File: config.mk
export PLATFORM = sky130hd
export DESIGN_NAME = addertree_pipe_acc
export DESIGN_NICKNAME = d
export VERILOG_FILES = /design/src/rtl/addertree_pipe_acc.sv
export SDC_FILE = /design/constraint.sdc
export NUM_CORES = 1
export LEC_CHECK = 0
export CORE_MARGIN = 2
export CORE_UTILIZATION = 45
export DETAILED_ROUTE_END_ITERATION = 10
export PLACE_DENSITY_LB_ADDON = 0.2
export SYNTH_ARGS = -nofsm -noshare
export SYNTH_HDL_FRONTEND = slang
export SYNTH_SLANG_ARGS = --single-unit
File: constraint.sdc
create_clock -name clk -period 3.6 [get_ports clk]
set_clock_uncertainty 0.2 [all_clocks]
set_input_delay 0.54 -clock clk [delete_from_list [all_inputs] [get_ports clk]]
set_output_delay 0.54 -clock clk [all_outputs]
set_load 0.01 [all_outputs]
File: src/rtl/addertree_pipe_acc.sv
// Pipelined signed reduction tree feeding a grouped accumulator.
// Each beat of NUM_IN products is registered, reduced pairwise over LVL
// registered levels, then folded into a per-window accumulator that emits
// one result pulse when the closing beat arrives.
module addertree_pipe_acc #(
  parameter int NUM_IN = 9,
  parameter int IN_W   = 16,
  parameter int ACC_W  = 32,
  parameter int SAT    = 1
) (
  input  logic                     clk,
  input  logic                     reset_n,
  input  logic                     clear,
  input  logic                     in_valid,
  input  logic                     in_first,
  input  logic                     in_last,
  input  logic [NUM_IN*IN_W-1:0]   in_data,
  output logic                     out_valid,
  output logic signed [ACC_W-1:0]  out_data,
  output logic                     out_ovf
);

  localparam int LVL = $clog2(NUM_IN);
  localparam int TW  = IN_W + LVL;

  localparam logic signed [ACC_W-1:0] ACC_MAX = {1'b0, {(ACC_W-1){1'b1}}};
  localparam logic signed [ACC_W-1:0] ACC_MIN = {1'b1, {(ACC_W-1){1'b0}}};

  // Input rank, then one rank per tree level. Sideband index 0 is the input
  // rank and index LVL is the rank presented to the accumulator.
  logic signed [IN_W-1:0] inQ   [NUM_IN];
  logic signed [TW-1:0]   treeQ [LVL][NUM_IN];
  logic signed [TW-1:0]   nodeD [LVL][2*NUM_IN];
  logic [LVL:0]           vldQ;
  logic [LVL:0]           firstQ;
  logic [LVL:0]           lastQ;

  logic signed [ACC_W-1:0] accQ, accD;
  logic                    ovfQ, ovfD;
  logic                    outValidQ, outValidD;
  logic signed [ACC_W-1:0] outDataQ, outDataD;
  logic                    outOvfQ, outOvfD;

  logic signed [ACC_W-1:0] treeSum, baseVal, rawSum, accNew;
  logic                    ovfThis, stickyNew;

  // Capture the raw products so the tree starts from a registered operand set.
  always_ff @(posedge clk or negedge reset_n) begin
    if (!reset_n) begin
      for (int i = 0; i < NUM_IN; i++) inQ[i] <= '0;
    end else begin
      for (int i = 0; i < NUM_IN; i++) inQ[i] <= in_data[i*IN_W +: IN_W];
    end
  end

  // Operand view of each level, zero-padded so an odd leftover element adds
  // zero and therefore passes through unchanged.
  always_comb begin
    for (int l = 0; l < LVL; l++) begin
      for (int j = 0; j < 2*NUM_IN; j++) nodeD[l][j] = '0;
    end
    for (int j = 0; j < NUM_IN; j++) nodeD[0][j] = TW'(inQ[j]);
    for (int l = 1; l < LVL; l++) begin
      for (int j = 0; j < NUM_IN; j++) nodeD[l][j] = treeQ[l-1][j];
    end
  end

  // Pairwise signed adds, registered after every level at full tree width.
  always_ff @(posedge clk or negedge reset_n) begin
    if (!reset_n) begin
      for (int l = 0; l < LVL; l++) begin
        for (int j = 0; j < NUM_IN; j++) treeQ[l][j] <= '0;
      end
    end else begin
      for (int l = 0; l < LVL; l++) begin
        for (int j = 0; j < NUM_IN; j++) treeQ[l][j] <= nodeD[l][2*j] + nodeD[l][2*j+1];
      end
    end
  end

  // Sideband shift register; flags are qualified by valid and flushed by clear.
  always_ff @(posedge clk or negedge reset_n) begin
    if (!reset_n) begin
      vldQ   <= '0;
      firstQ <= '0;
      lastQ  <= '0;
    end else if (clear) begin
      vldQ   <= '0;
      firstQ <= '0;
      lastQ  <= '0;
    end else begin
      vldQ   <= {vldQ[LVL-1:0],   in_valid};
      firstQ <= {firstQ[LVL-1:0], in_valid & in_first};
      lastQ  <= {lastQ[LVL-1:0],  in_valid & in_last};
    end
  end

  // Accumulate the tree sum, detect signed overflow and optionally clamp.
  always_comb begin
    treeSum   = ACC_W'(treeQ[LVL-1][0]);
    baseVal   = firstQ[LVL] ? '0 : accQ;
    rawSum    = baseVal + treeSum;
    ovfThis   = (baseVal[ACC_W-1] == treeSum[ACC_W-1]) &&
                (rawSum[ACC_W-1] != baseVal[ACC_W-1]);
    accNew    = rawSum;
    if ((SAT != 0) && ovfThis) accNew = baseVal[ACC_W-1] ? ACC_MIN : ACC_MAX;
    stickyNew = (firstQ[LVL] ? 1'b0 : ovfQ) | ovfThis;

    accD      = accQ;
    ovfD      = ovfQ;
    outValidD = 1'b0;
    outDataD  = outDataQ;
    outOvfD   = outOvfQ;
    if (vldQ[LVL]) begin
      accD = accNew;
      ovfD = stickyNew;
      if (lastQ[LVL]) begin
        outValidD = 1'b1;
        outDataD  = accNew;
        outOvfD   = stickyNew;
      end
    end
  end

  // Accumulator and result registers; clear wins over an arriving beat.
  always_ff @(posedge clk or negedge reset_n) begin
    if (!reset_n) begin
      accQ      <= '0;
      ovfQ      <= 1'b0;
      outValidQ <= 1'b0;
      outDataQ  <= '0;
      outOvfQ   <= 1'b0;
    end else if (clear) begin
      accQ      <= '0;
      ovfQ      <= 1'b0;
      outValidQ <= 1'b0;
    end else begin
      accQ      <= accD;
      ovfQ      <= ovfD;
      outValidQ <= outValidD;
      outDataQ  <= outDataD;
      outOvfQ   <= outOvfD;
    end
  end

  assign out_valid = outValidQ;
  assign out_data  = outDataQ;
  assign out_ovf   = outOvfQ;

endmodule

==> metrics.md <==
| Metric | Value |
|---|---|
| Sequential element share of the synthesized area | 0.544 |
| Number of global-route vias before repair | around 14,000 |
| Clock buffer depth | 3 |
| Most common cell in the netlist | dfrtp_1 |
| Netlist cell types | 67 |
| Port buffer count | approximately 180 |
| Synthesized area per cell | about 11 sq um |
| Design area | between 20,000 and 25,000 sq um |
| Slowest CP cell | fa_2 |
| Number of placed I/O pins | between 150 and 200 |
| Synth area leaders | dfrtp_1 54%, ha_1 11%, xnor2_1 4.0% |
| Period utilization | 0.955 |
| Area leader, netlist | dfrtp_1 |
| Largest net degree at the start of global routing | a little under 100 |
| DRT iter0 DRCs | around 710 |
| Total GRT Usage | 0.184 |
| Slew Limit Fails | 0 |
| Reg2Reg Capture Point | out_data[30]$_DFFE_PN0P_ |
| Main synth FF type | dfrtp_1 |
| Final ANT Viol Nets | 0 |
| Hold crit path type | reg2reg |
| CP Depth | 12 |
| Crit path from | accQ[0]$_DFFE_PN0P_ |
| Total grt overflow | 0 |
| Initial antenna violation count | 1 |
| Area delta synth->final | 24.1% |
| Achievable Freq | just under 0.3 GHz |
| Clock transition at path regs | about 60 ps |
| Yosys reg bits | between 400 and 500 |
| Slew headroom | 0.436 |
| Share of cells above drive strength 1 | 0.0961 |
| Pre-CTS WS | between 20 and 25 ps |
| Crit-path cells | nor2b_4 > ha_2 > fa_2 > a211oi_4 > o21ai_2 > a21o_1 > a31o_4 > a211oi_4 > nor3_2 > o41ai_2 > mux2_2 > nand2_2 |
| CP top delay family | compound AO/OA/AOI/OAI gates |
| Slew @ Worst Pin | ~850 ps |
| Root Driver | clkbuf_16 |
| First-pass GRT wire length | ~66 mm |
| CP most frequent cell | a211oi_4 |
| Final core utilization | 0.568 |
| Worst Setup Start Kind | flop |
| Core Region | 42,000 sq um |
| Final Hold Vio Count | 0 |
| WP data arrival | roughly 3700 ps |
| Worst reg2reg path depth | 12 |
| Share of the synthesized area in the top cell type | 0.544 |
| Fin worst setup slack | between 150 and 200 ps |
| DRT Pass-1 Iters | 5 |
| Fill count | ~3,500 |
| Drt wl/cell | 15.4 um |
| Dpl cell area | around 22,000 sq um |
| CTS tree | yes |
| Starting density of the core | 0.457 |
| Pleak | roughly 11 nW |
| Diodes inserted | 0 |
| Num CTS Buffers | between 40 and 50 |
| End point of the critical path | out_data[30]$_DFFE_PN0P_ |
| Ys async rst share | 1.00 |
| Area of the multi-input gates | 8480 sq um |
| Critical Path Max Stage Delay | 420 ps |
| Outcome | finished clean |
| CP Class | reg2reg |
| Worst skew pair latency | 580 ps |
| Cells after Synth | roughly 1,700 |
| Synthesized net count | roughly 2,000 |
| Die Y | around 210 um |
| Mapped Area | ~19,000 sq um |
| WP buf/inv | 0 |
| Die X | approximately 210 um |
| Reg2reg start | accQ[0]$_DFFE_PN0P_ |
| EDFF count, synth | 0 |
| Worst-path maximum fanout | 4 |
| Via Count | around 13,000 |
| CP required | ~3900 ps |
| Worst vdd ir | roughly 0.00036 V |
| Clock Sinks | about 420 |
| Final GP Congestion | 0.876 |
| Num rows | 75 |
| Crit. End Element | flop |
| Final min period | ~3400 ps |
| Setup slack, reg-to-reg | roughly 160 ps |
| Sequential cell area | 10,500 sq um |
| Synth top cells by count | 418 x dfrtp_1, 166 x ha_1, 142 x nor2_1 |
| Pwr dens | approximately 660 nW/um^2 |
| Setup TNS | 0 ps |
| Wirelength, routed | roughly 40 mm |
| Hpwl dp | around 29 mm |
| Yosys warning total | 0 |
| H-tree levels | 2 |
| Die ar. | around 44,000 sq um |
| Max_cap viols | 0 |
| Vias/cell | roughly 5.2 |
| # setup viols final | 0 |
| DRC viols | 0 |
| Nets | roughly 2,300 |
-- timing repair --
item,4_1_cts,5_1_grt
pin swaps,0,12
hold endpoints to repair,87,0
hold buffers,1,0
endpoints found under the setup margin,1,58
cloned,0,1
buffers inserted,0,8
gates resized for setup,1,38
-- per-layer routing --
metal | GRT usage | routed length, um | up-vias
li1 | - | - | 6585
met1 | 0.240 | 17600 | 6294
met2 | 0.311 | 18900 | 264
met4 | 0.0675 | 1060 | 2
met3 | 0.0305 | 1600 | 66
met5 | 0 | 13 | -
-- flip-flops by register name, indices dropped and copies added (netlist names) --
signal	cells
accQ	32
firstQ	5
inQ	144
lastQ	5
nodeD	172
out_data	32
out_ovf	1
out_valid	1
ovfQ	1
treeQ	20
vldQ	5
-- where the power goes --
part           total [mW]  internal, mW  switching (mW)
combinational        5.37          2.48            2.89
sequential           5.81          5.47           0.347
clock                4.55          2.72            1.83
-- metrics by stage --
step	std cells	hold WS, ps	power, mW
after detailed placement	2459	135	11.2
after global placement	2459	133	11.0
final	2548	141	15.7
after CTS	2539	142	15.8
after global routing	2548	141	16.9
after floorplan	1715	44.4	9.63
-- layout by cell type (no fill, tap or decap), types with 47 or more instances in the layout --
cell             netlist  routed
xnor2_1               87      87
nor2b_1               63      61
nor3_1                49      47
dfrtp_1              418     417
clkdlybuf4s50_1        0     182
a21oi_1              117     105
inv_1                 82      82
nor2_1               142     142
nand2_1               98      97
ha_1                 166     163
o21ai_0               95      95
buf_4                  1      50
-- worst register-to-register path, stage by stage (launching register included) --
cell and delay (ps):
dfrtp_1 380, nor2b_4 130, ha_2 200, fa_2 420, a211oi_4 280, o21ai_2 100, a21o_1 200, a31o_4 250
a211oi_4 280, nor3_2 90, o41ai_2 410, mux2_2 390, nand2_2 50
-- worst min-delay path by stage --
stage,slack (ps),start,depth (start not counted),end
CTS,140,nodeD[994]$_DFF_PN0_,0,nodeD[674]$_DFF_PN0_
floorplan,40,reset_n,0,accQ[0]$_DFFE_PN0P_
finish,140,inQ[11]$_DFF_PN0_,0,nodeD[991]$_DFF_PN0_
global placement,130,nodeD[991]$_DFF_PN0_,0,nodeD[671]$_DFF_PN0_
detailed placement,130,inQ[11]$_DFF_PN0_,0,nodeD[991]$_DFF_PN0_
global route,140,nodeD[994]$_DFF_PN0_,0,nodeD[674]$_DFF_PN0_
-- kinds of logic (layout without fill, tap and decap cells) --
family,count (synthesis),count (layout),synth area share
fa+ha+maj,175,175,0.117
buf+inv,113,407,0.0226
compound gates,427,427,0.146
xor+xnor,119,119,0.0542
simple gates,460,460,0.114
flops,418,418,0.544
mux,3,3,0.00169
-- layout make-up --
| type | instances | share of cell area |
|---|---|---|
| sequential | 418 | 0.438 |
| tap | 539 | 0.0283 |
| clock buffer | 67 | 0.0578 |
| timing repair buffer | 246 | 0.102 |
| inverter | 82 | 0.0129 |
| clock inverter | 12 | 0.00540 |
| multi-input combinational | 1184 | 0.355 |
No activity file was read; power rests on OpenSTA's default activity.
